===== config.mk =====
export PLATFORM = sky130hd
export DESIGN_NAME = logic_seq_64bit
export DESIGN_NICKNAME = d
export VERILOG_FILES = /design/src/rtl/logic_seq_64bit.sv
export SDC_FILE = /design/constraint.sdc
export NUM_CORES = 1
export LEC_CHECK = 0
export ABC_AREA = 1
export CAP_MARGIN = 5
export CORE_ASPECT_RATIO = 0.7
export CORE_MARGIN = 2
export CORE_UTILIZATION = 45
export CTS_CLUSTER_SIZE = 8
export DETAILED_ROUTE_END_ITERATION = 12
export GPL_ROUTABILITY_DRIVEN = 0
export GPL_TIMING_DRIVEN = 0
export PLACE_DENSITY = 0.72
export REMOVE_ABC_BUFFERS = 1
export SLEW_MARGIN = 20
export SYNTH_ARGS = -nofsm -noshare
export SYNTH_HDL_FRONTEND = slang
export SYNTH_SLANG_ARGS = --single-unit
export TNS_END_PERCENT = 50

===== constraint.sdc =====
create_clock -name clk -period 6.3 [get_ports clk]
set_input_delay 1.26 -clock clk [delete_from_list [all_inputs] [get_ports clk]]
set_output_delay 1.26 -clock clk [all_outputs]
set_load 0.02 [all_outputs]

===== src/rtl/logic_seq_64bit.sv =====
// Multi-cycle bitwise logic unit: XOR/OR/AND/XNOR applied one SLICE-bit
// slice per cycle, valid/ready request and response handshakes.
//
// state   | meaning
// --------+----------------------------------------------------------
// IDLE    | waiting for a request, in_ready=1
// COMPUTE | one slice of c written per cycle, low slice first
// DONE    | result held on c with out_valid=1 until out_ready
module logic_seq_64bit #(
  parameter int WIDTH = 64,
  parameter int SLICE = 16
) (
  input  logic             clk,
  input  logic             rst_n,
  input  logic             in_valid,
  output logic             in_ready,
  input  logic [WIDTH-1:0] a,
  input  logic [WIDTH-1:0] b,
  input  logic [1:0]       op,
  output logic             out_valid,
  input  logic             out_ready,
  output logic [WIDTH-1:0] c,
  output logic             busy
);

  localparam int NBEATS = WIDTH / SLICE;
  localparam int CW     = (NBEATS > 1) ? $clog2(NBEATS) : 1;
  localparam logic [CW-1:0] LAST_BEAT = CW'(NBEATS - 1);

  typedef enum logic [1:0] {
    IDLE    = 2'd0,
    COMPUTE = 2'd1,
    DONE    = 2'd2
  } state_t;

  state_t           state_q, state_d;
  logic [CW-1:0]    cnt_q, cnt_d;
  logic [WIDTH-1:0] a_q, a_d;
  logic [WIDTH-1:0] b_q, b_d;
  logic [1:0]       op_q, op_d;
  logic [WIDTH-1:0] c_q, c_d;
  logic             out_valid_q, out_valid_d;
  logic             in_ready_c;
  logic [SLICE-1:0] slice_a, slice_b, slice_r;

  function automatic logic [SLICE-1:0] bit_op(input logic [SLICE-1:0] x,
                                              input logic [SLICE-1:0] y,
                                              input logic [1:0]       sel);
    logic [SLICE-1:0] r;
    case (sel)
      2'b00:   r = x ^ y;
      2'b01:   r = x | y;
      2'b10:   r = x & y;
      default: r = ~(x ^ y);
    endcase
    return r;
  endfunction

  // Current slice of the latched operands and its result.
  always_comb begin
    slice_a = a_q[SLICE*int'(cnt_q) +: SLICE];
    slice_b = b_q[SLICE*int'(cnt_q) +: SLICE];
    slice_r = bit_op(slice_a, slice_b, op_q);
  end

  // Next-state, operand capture, per-beat slice write and handshake logic.
  always_comb begin
    state_d     = state_q;
    cnt_d       = cnt_q;
    a_d         = a_q;
    b_d         = b_q;
    op_d        = op_q;
    c_d         = c_q;
    out_valid_d = out_valid_q;
    in_ready_c  = 1'b0;

    case (state_q)
      IDLE: begin
        in_ready_c = 1'b1;
        if (in_valid) begin
          a_d     = a;
          b_d     = b;
          op_d    = op;
          cnt_d   = '0;
          state_d = COMPUTE;
        end
      end
      COMPUTE: begin
        c_d[SLICE*int'(cnt_q) +: SLICE] = slice_r;
        cnt_d = cnt_q + CW'(1);
        if (cnt_q == LAST_BEAT) begin
          state_d     = DONE;
          out_valid_d = 1'b1;
        end
      end
      DONE: begin
        // A new request can ride the same edge that retires the result.
        in_ready_c = out_ready;
        if (out_ready) begin
          out_valid_d = 1'b0;
          if (in_valid) begin
            a_d     = a;
            b_d     = b;
            op_d    = op;
            cnt_d   = '0;
            state_d = COMPUTE;
          end else begin
            state_d = IDLE;
          end
        end
      end
      default: state_d = IDLE;
    endcase
  end

  // State and datapath registers; reset aborts any operation in flight.
  always_ff @(posedge clk or negedge rst_n) begin
    if (!rst_n) begin
      state_q     <= IDLE;
      cnt_q       <= '0;
      a_q         <= '0;
      b_q         <= '0;
      op_q        <= '0;
      c_q         <= '0;
      out_valid_q <= 1'b0;
    end else begin
      state_q     <= state_d;
      cnt_q       <= cnt_d;
      a_q         <= a_d;
      b_q         <= b_d;
      op_q        <= op_d;
      c_q         <= c_d;
      out_valid_q <= out_valid_d;
    end
  end

  // in_ready is masked while reset is asserted since the state reads IDLE then.
  assign in_ready  = in_ready_c & rst_n;
  assign out_valid = out_valid_q;
  assign c         = c_q;
  assign busy      = (state_q != IDLE);

endmodule


Yosys cells after proc, flatten, opt, wreduce, memory -nomap -nowiden:

Cells that the tools add are included.

* register bits after elaboration: 199
* input bits: 134

* add/subtract/negate cells: 2
* equality and inequality tests: 8
* shifts and indexed selects: 4
* mux-type cells: 23
* bitwise operators: 5
* reduce and logical (&&, ||, !) cells: 10

Operator list (count)
* 64-bit 2-to-1 mux: 4
* 64-bit one-hot mux with 2 select lines: 2
* 64-bit by 7-bit indexed part select with 16-bit output: 2
* 64-bit bitwise mux: 1
* 16-bit by 33-bit variable shift with 64-bit output, first input constant: 1
* 16-bit by 33-bit indexed part select with 64-bit output: 1
* 16-bit one-hot mux with 3 select lines: 1
* 6-bit negation with 33-bit output: 1
* 16-bit AND: 1
* 16-bit NOT: 1
* 16-bit bitwise OR: 1
* 16-bit bitwise XOR: 1
* 2-bit 2-to-1 mux: 7
* 2-bit one-hot mux with 3 select lines: 2
* 2-bit == test, second input constant: 3
* 2-bit inequality test, second input constant: 3
* 3-bit AND reduction: 2
* 2-bit nonzero test: 3
* 2-bit by 1-bit == test with 1-bit output, second input constant: 2
* 2-bit logical NOT: 2
* 1-bit one-hot mux with 2 select lines: 2
* 2-bit one-hot mux with 2 select lines: 1
* 2-bit AND reduction: 2
* 1-bit 2-to-1 mux: 3
* other kinds (3): 3

Depth between registers and ports, before layout:

* depth after elaboration: 6
* depth in mapped cells: 13
* mapped depth without buffers: 10

Least setup slack after synthesis:

OpenSTA, ideal clock, no wires.

* path kind: input to output
* from: in out_ready
* to: out in_ready
* arrival time: 1629 ps
* data required time: 5040 ps
* path slack: 3411 ps
* stages: 3
* buffers on the path: 0
* cell sequence: inv_1 nand2_1 and3_1

* word-level cells in the longest chain between the ends: 2

Ends and longest elaborated chain
* start, declared: line 21 `input logic out_ready,`
* 1-bit one-hot mux with 2 select lines: line 77 `case (state_q)`
* 1-bit AND: line 138 `assign in_ready = in_ready_c & rst_n;`
* end, declared: line 16 `output logic in_ready,`

Every way passes these cells.

Worst setup path in the final report:

* from: reg cnt_q[0]
* to: reg c_q[13], in the netlist c[13]

* word-level cells in the longest chain between the ends: 6

Ends and longest elaborated chain
* start, declared: line 37 `logic [CW-1:0] cnt_q, cnt_d;`
* start signal, assigned: line 128 `cnt_q <= cnt_d;`
* 64-bit by 7-bit indexed part select with 16-bit output, on equally long branches: line 61, 62
* 16-bit bitwise XOR: line 51, 54
* 16-bit NOT: line 54 `default: r = ~(x ^ y);`
* 16-bit one-hot mux with 3 select lines: line 50 `case (sel)`
* 16-bit by 33-bit indexed part select with 64-bit output: line 89 `c_d[SLICE*int'(cnt_q) +: SLICE] = slice_r;`
* 64-bit bitwise mux (*): line 89
* end signal, assigned: line 124 `c_q <= '0;`
* end signal, assigned: line 132 `c_q <= c_d;`
* end, declared: line 41 `logic [WIDTH-1:0] c_q, c_d;`

Mark *: on every way between the ends. The rest lies on a longest branch, timed or not.
A chain may end at the register's enable or synchronous reset.

==> out/results.ini <==
[run_status]
status=finished clean

[global_routing]
antenna_found_initial=0
grt_max_degree=87
grt_pass1_vias=7461
grt_pass1_wl_mm=39.7
grtUsageTotal_pct=22.2
grt_overflow=0

[clock_network]
cts_buffer_depth=2
post_cts_buffers=0
hold_buffers=0
cts_tree=yes
cts.sinks=199
path_clk_slew_ns=0.08
ctsResizeCount=0
clk_latency_ns=0.44
root_buffer=clkbuf_16
cts_buffers=17
htree_num_levels=4

[finish]
drive_above_1_share_pct=14.4
finish.utilization_pct=58.3
fill_cells=1825
multi_input_area_um2=4150
diodes=0
seq_area_um2=4980
fin_nets=1296
syn_to_final_growth_pct=28.3

[die]
die_h_um=127
dieArea_um2=22900
coreArea_um2=21500
die_w_um=180
rows=45
ios=201
start_util_pct=45.4

[detailed_routing]
drt_wl_total_mm=24.8
detail-route-antenna-nets=0
first_pass_iters=5
drt-initial-drc-count=545
vias_per_cell=5.28
vias=7490
wire_per_inst_um=17.5
drcViolationCount=0

[synth]
syn_inst=958
yosysUniqueCellTypes=29
postSynthAreaPerCell_um2=10.2
ys_ff_latch=199
synth_seq_area_share_pct=51.0
synth_area_um2=9770
yosysWarnings=0

[worst_setup_path]
cp_slowest_stage_delay_ns=0.88
path_max_fanout=69
worstPathCellList=buf_12, inv_4, ha_1, clkinv_1, nor3_1, nand3_1, o21ai_0
start_kind=flop
crit_required_ns=6.63
critPathArrivalTime_ns=4.67
critPathKind=reg -> reg
endpoint_kind=flop
slowest_stage=clkinv_1

[placed_design]
io_buffers=200
hpwl_mm=16.1

[sta]
setup_viol=0
tightest_slew_ns=1.14
period_needed_ns=4.33
max_clock_freq_mhz=231
hold_ws_ns=0.484
rsz0062_at_grt=no
finalMaxSlewViolations=0
skew_ns=0.0168
slew_headroom_pct=23.5
fin_crit_sh_pct=68.8
hold_viol_final=0

[power_and_ir_drop]
p_leak_nw=5.81
peakVddDrop_v=0.000300
p_per_area_nw_per_um2=512

[hold_path]
hp-class=reg -> reg

[flow_run]
cap_violations=0

worst paths after layout:
path / startpoint / end / slack, ns / cells after the start
max in group asynchronous: rst_n / b_q[22] / 4.48 / 3
hold / removal: c[37] / c[37] / 0.48 / 2
min in group asynchronous: rst_n / a_q[14] / 0.71 / 1
setup / recovery: cnt_q[0] / c[13] / 1.97 / 7
setup reg to reg: cnt_q[0] / c[13] / 1.97 / 7
hold reg to reg: c[37] / c[37] / 0.48 / 2
stage by stage:
stage	cells	area [um2]	total power, mW	setup slack [ns]	TNS, ns
3_5_place_dp	1387	12000	5.38	2.24	0
3_3_place_gp	1382	11800	5.32	-4.97	-918.43
4_1_cts	1419	12500	6.46	2.24	0
5_1_grt	1419	12500	6.97	1.69	0
2_1_floorplan	900	9470	4.31	2.13	0
6_report	1419	12500	6.43	1.97	0
layout make-up:
| type | instances | share of cell area, % |
|---|---|---|
| clock inverter | 14 | 1.02 |
| clock buffer | 18 | 3.50 |
| inverter | 93 | 2.82 |
| timing repair buffer | 205 | 17.0 |
| tap | 282 | 2.81 |
| sequential | 199 | 39.7 |
| multi-input combinational | 608 | 33.1 |
where the power goes:
group / switching (mW) / internal, mW
Combinational: 1.80 / 1.33
Clock: 0.529 / 0.535
Sequential: 0.386 / 1.84
worst max-delay path, delay by kind of cell (launching register included):
family / cells / cell delay, ns
DFF: 1 / 0.70
adders and majority gates: 1 / 0.26
and+or+nand+nor: 2 / 1.14
AOI/OAI and AO/OA: 1 / 0.39
buffers and inverters: 3 / 1.72
per-layer routing:
metal	part of all wire [%]	global-route usage, %	vias up	wire length (um)
met5	0	0	-	0
met4	1.5	6.83	0	371
met3	8.8	7.61	32	2190
met2	45	34.6	252	11000
met1	45	29.4	3636	11200
li1	-	-	3570	-
placed cells by master, fill, tap and decap left out, types with 2 or more instances in the layout:
| cell type | count |
|---|---|
| dfrtp_1 | 197 |
| inv_4 | 2 |
| mux2_2 | 116 |
| buf_12 | 2 |
| inv_8 | 2 |
| ha_1 | 38 |
| buf_16 | 3 |
| clkinv_4 | 4 |
| nand3_1 | 35 |
| mux2_1 | 13 |
| a32oi_1 | 32 |
| o21bai_1 | 32 |
| inv_1 | 88 |
| clkinv_1 | 2 |
| nand2_1 | 216 |
| a21oi_1 | 33 |
| nor2_4 | 2 |
| nand4_1 | 32 |
| inv_6 | 8 |
| clkbuf_16 | 17 |
| o21ai_0 | 50 |
| clkdlybuf4s50_1 | 199 |
logic make-up (layout without fill, tap and decap cells):
kind of cell	after synthesis	count (layout)	synth area share, %
compound gates	150	150	9.78
simple gates	291	291	12.9
fa+ha+maj	38	38	4.87
mux	129	129	14.9
buf+inv	151	330	6.62
flops	199	199	51.0
state kept, by name, summed over array words and instances (netlist names):
| register | count |
|---|---|
| a_q | 64 |
| b_q | 64 |
| c | 64 |
| cnt_q | 2 |
| op_q | 2 |
| state_q | 2 |
| out_valid | 1 |
Yosys cell counts (all sizes together):
cell type / n / area share (%)
a32oi: 32 / 2.9
inv: 92 / 3.5
dfrtp: 199 / 51
nor3: 2 / 0.22
clkinv: 1 / 0.038
and3: 1 / 0.064
nand3: 36 / 1.9
nand4: 32 / 2.0
o32ai: 1 / 0.090
nor2: 3 / 0.27
a21oi: 33 / 1.7
clkbuf: 20 / 0.77
o21ai: 51 / 2.6
ha: 38 / 4.9
o22ai: 1 / 0.064
mux2: 129 / 15
o21bai: 32 / 2.5
buf: 38 / 2.3
nand2: 217 / 8.4
Power figures use the tool's default switching activity.
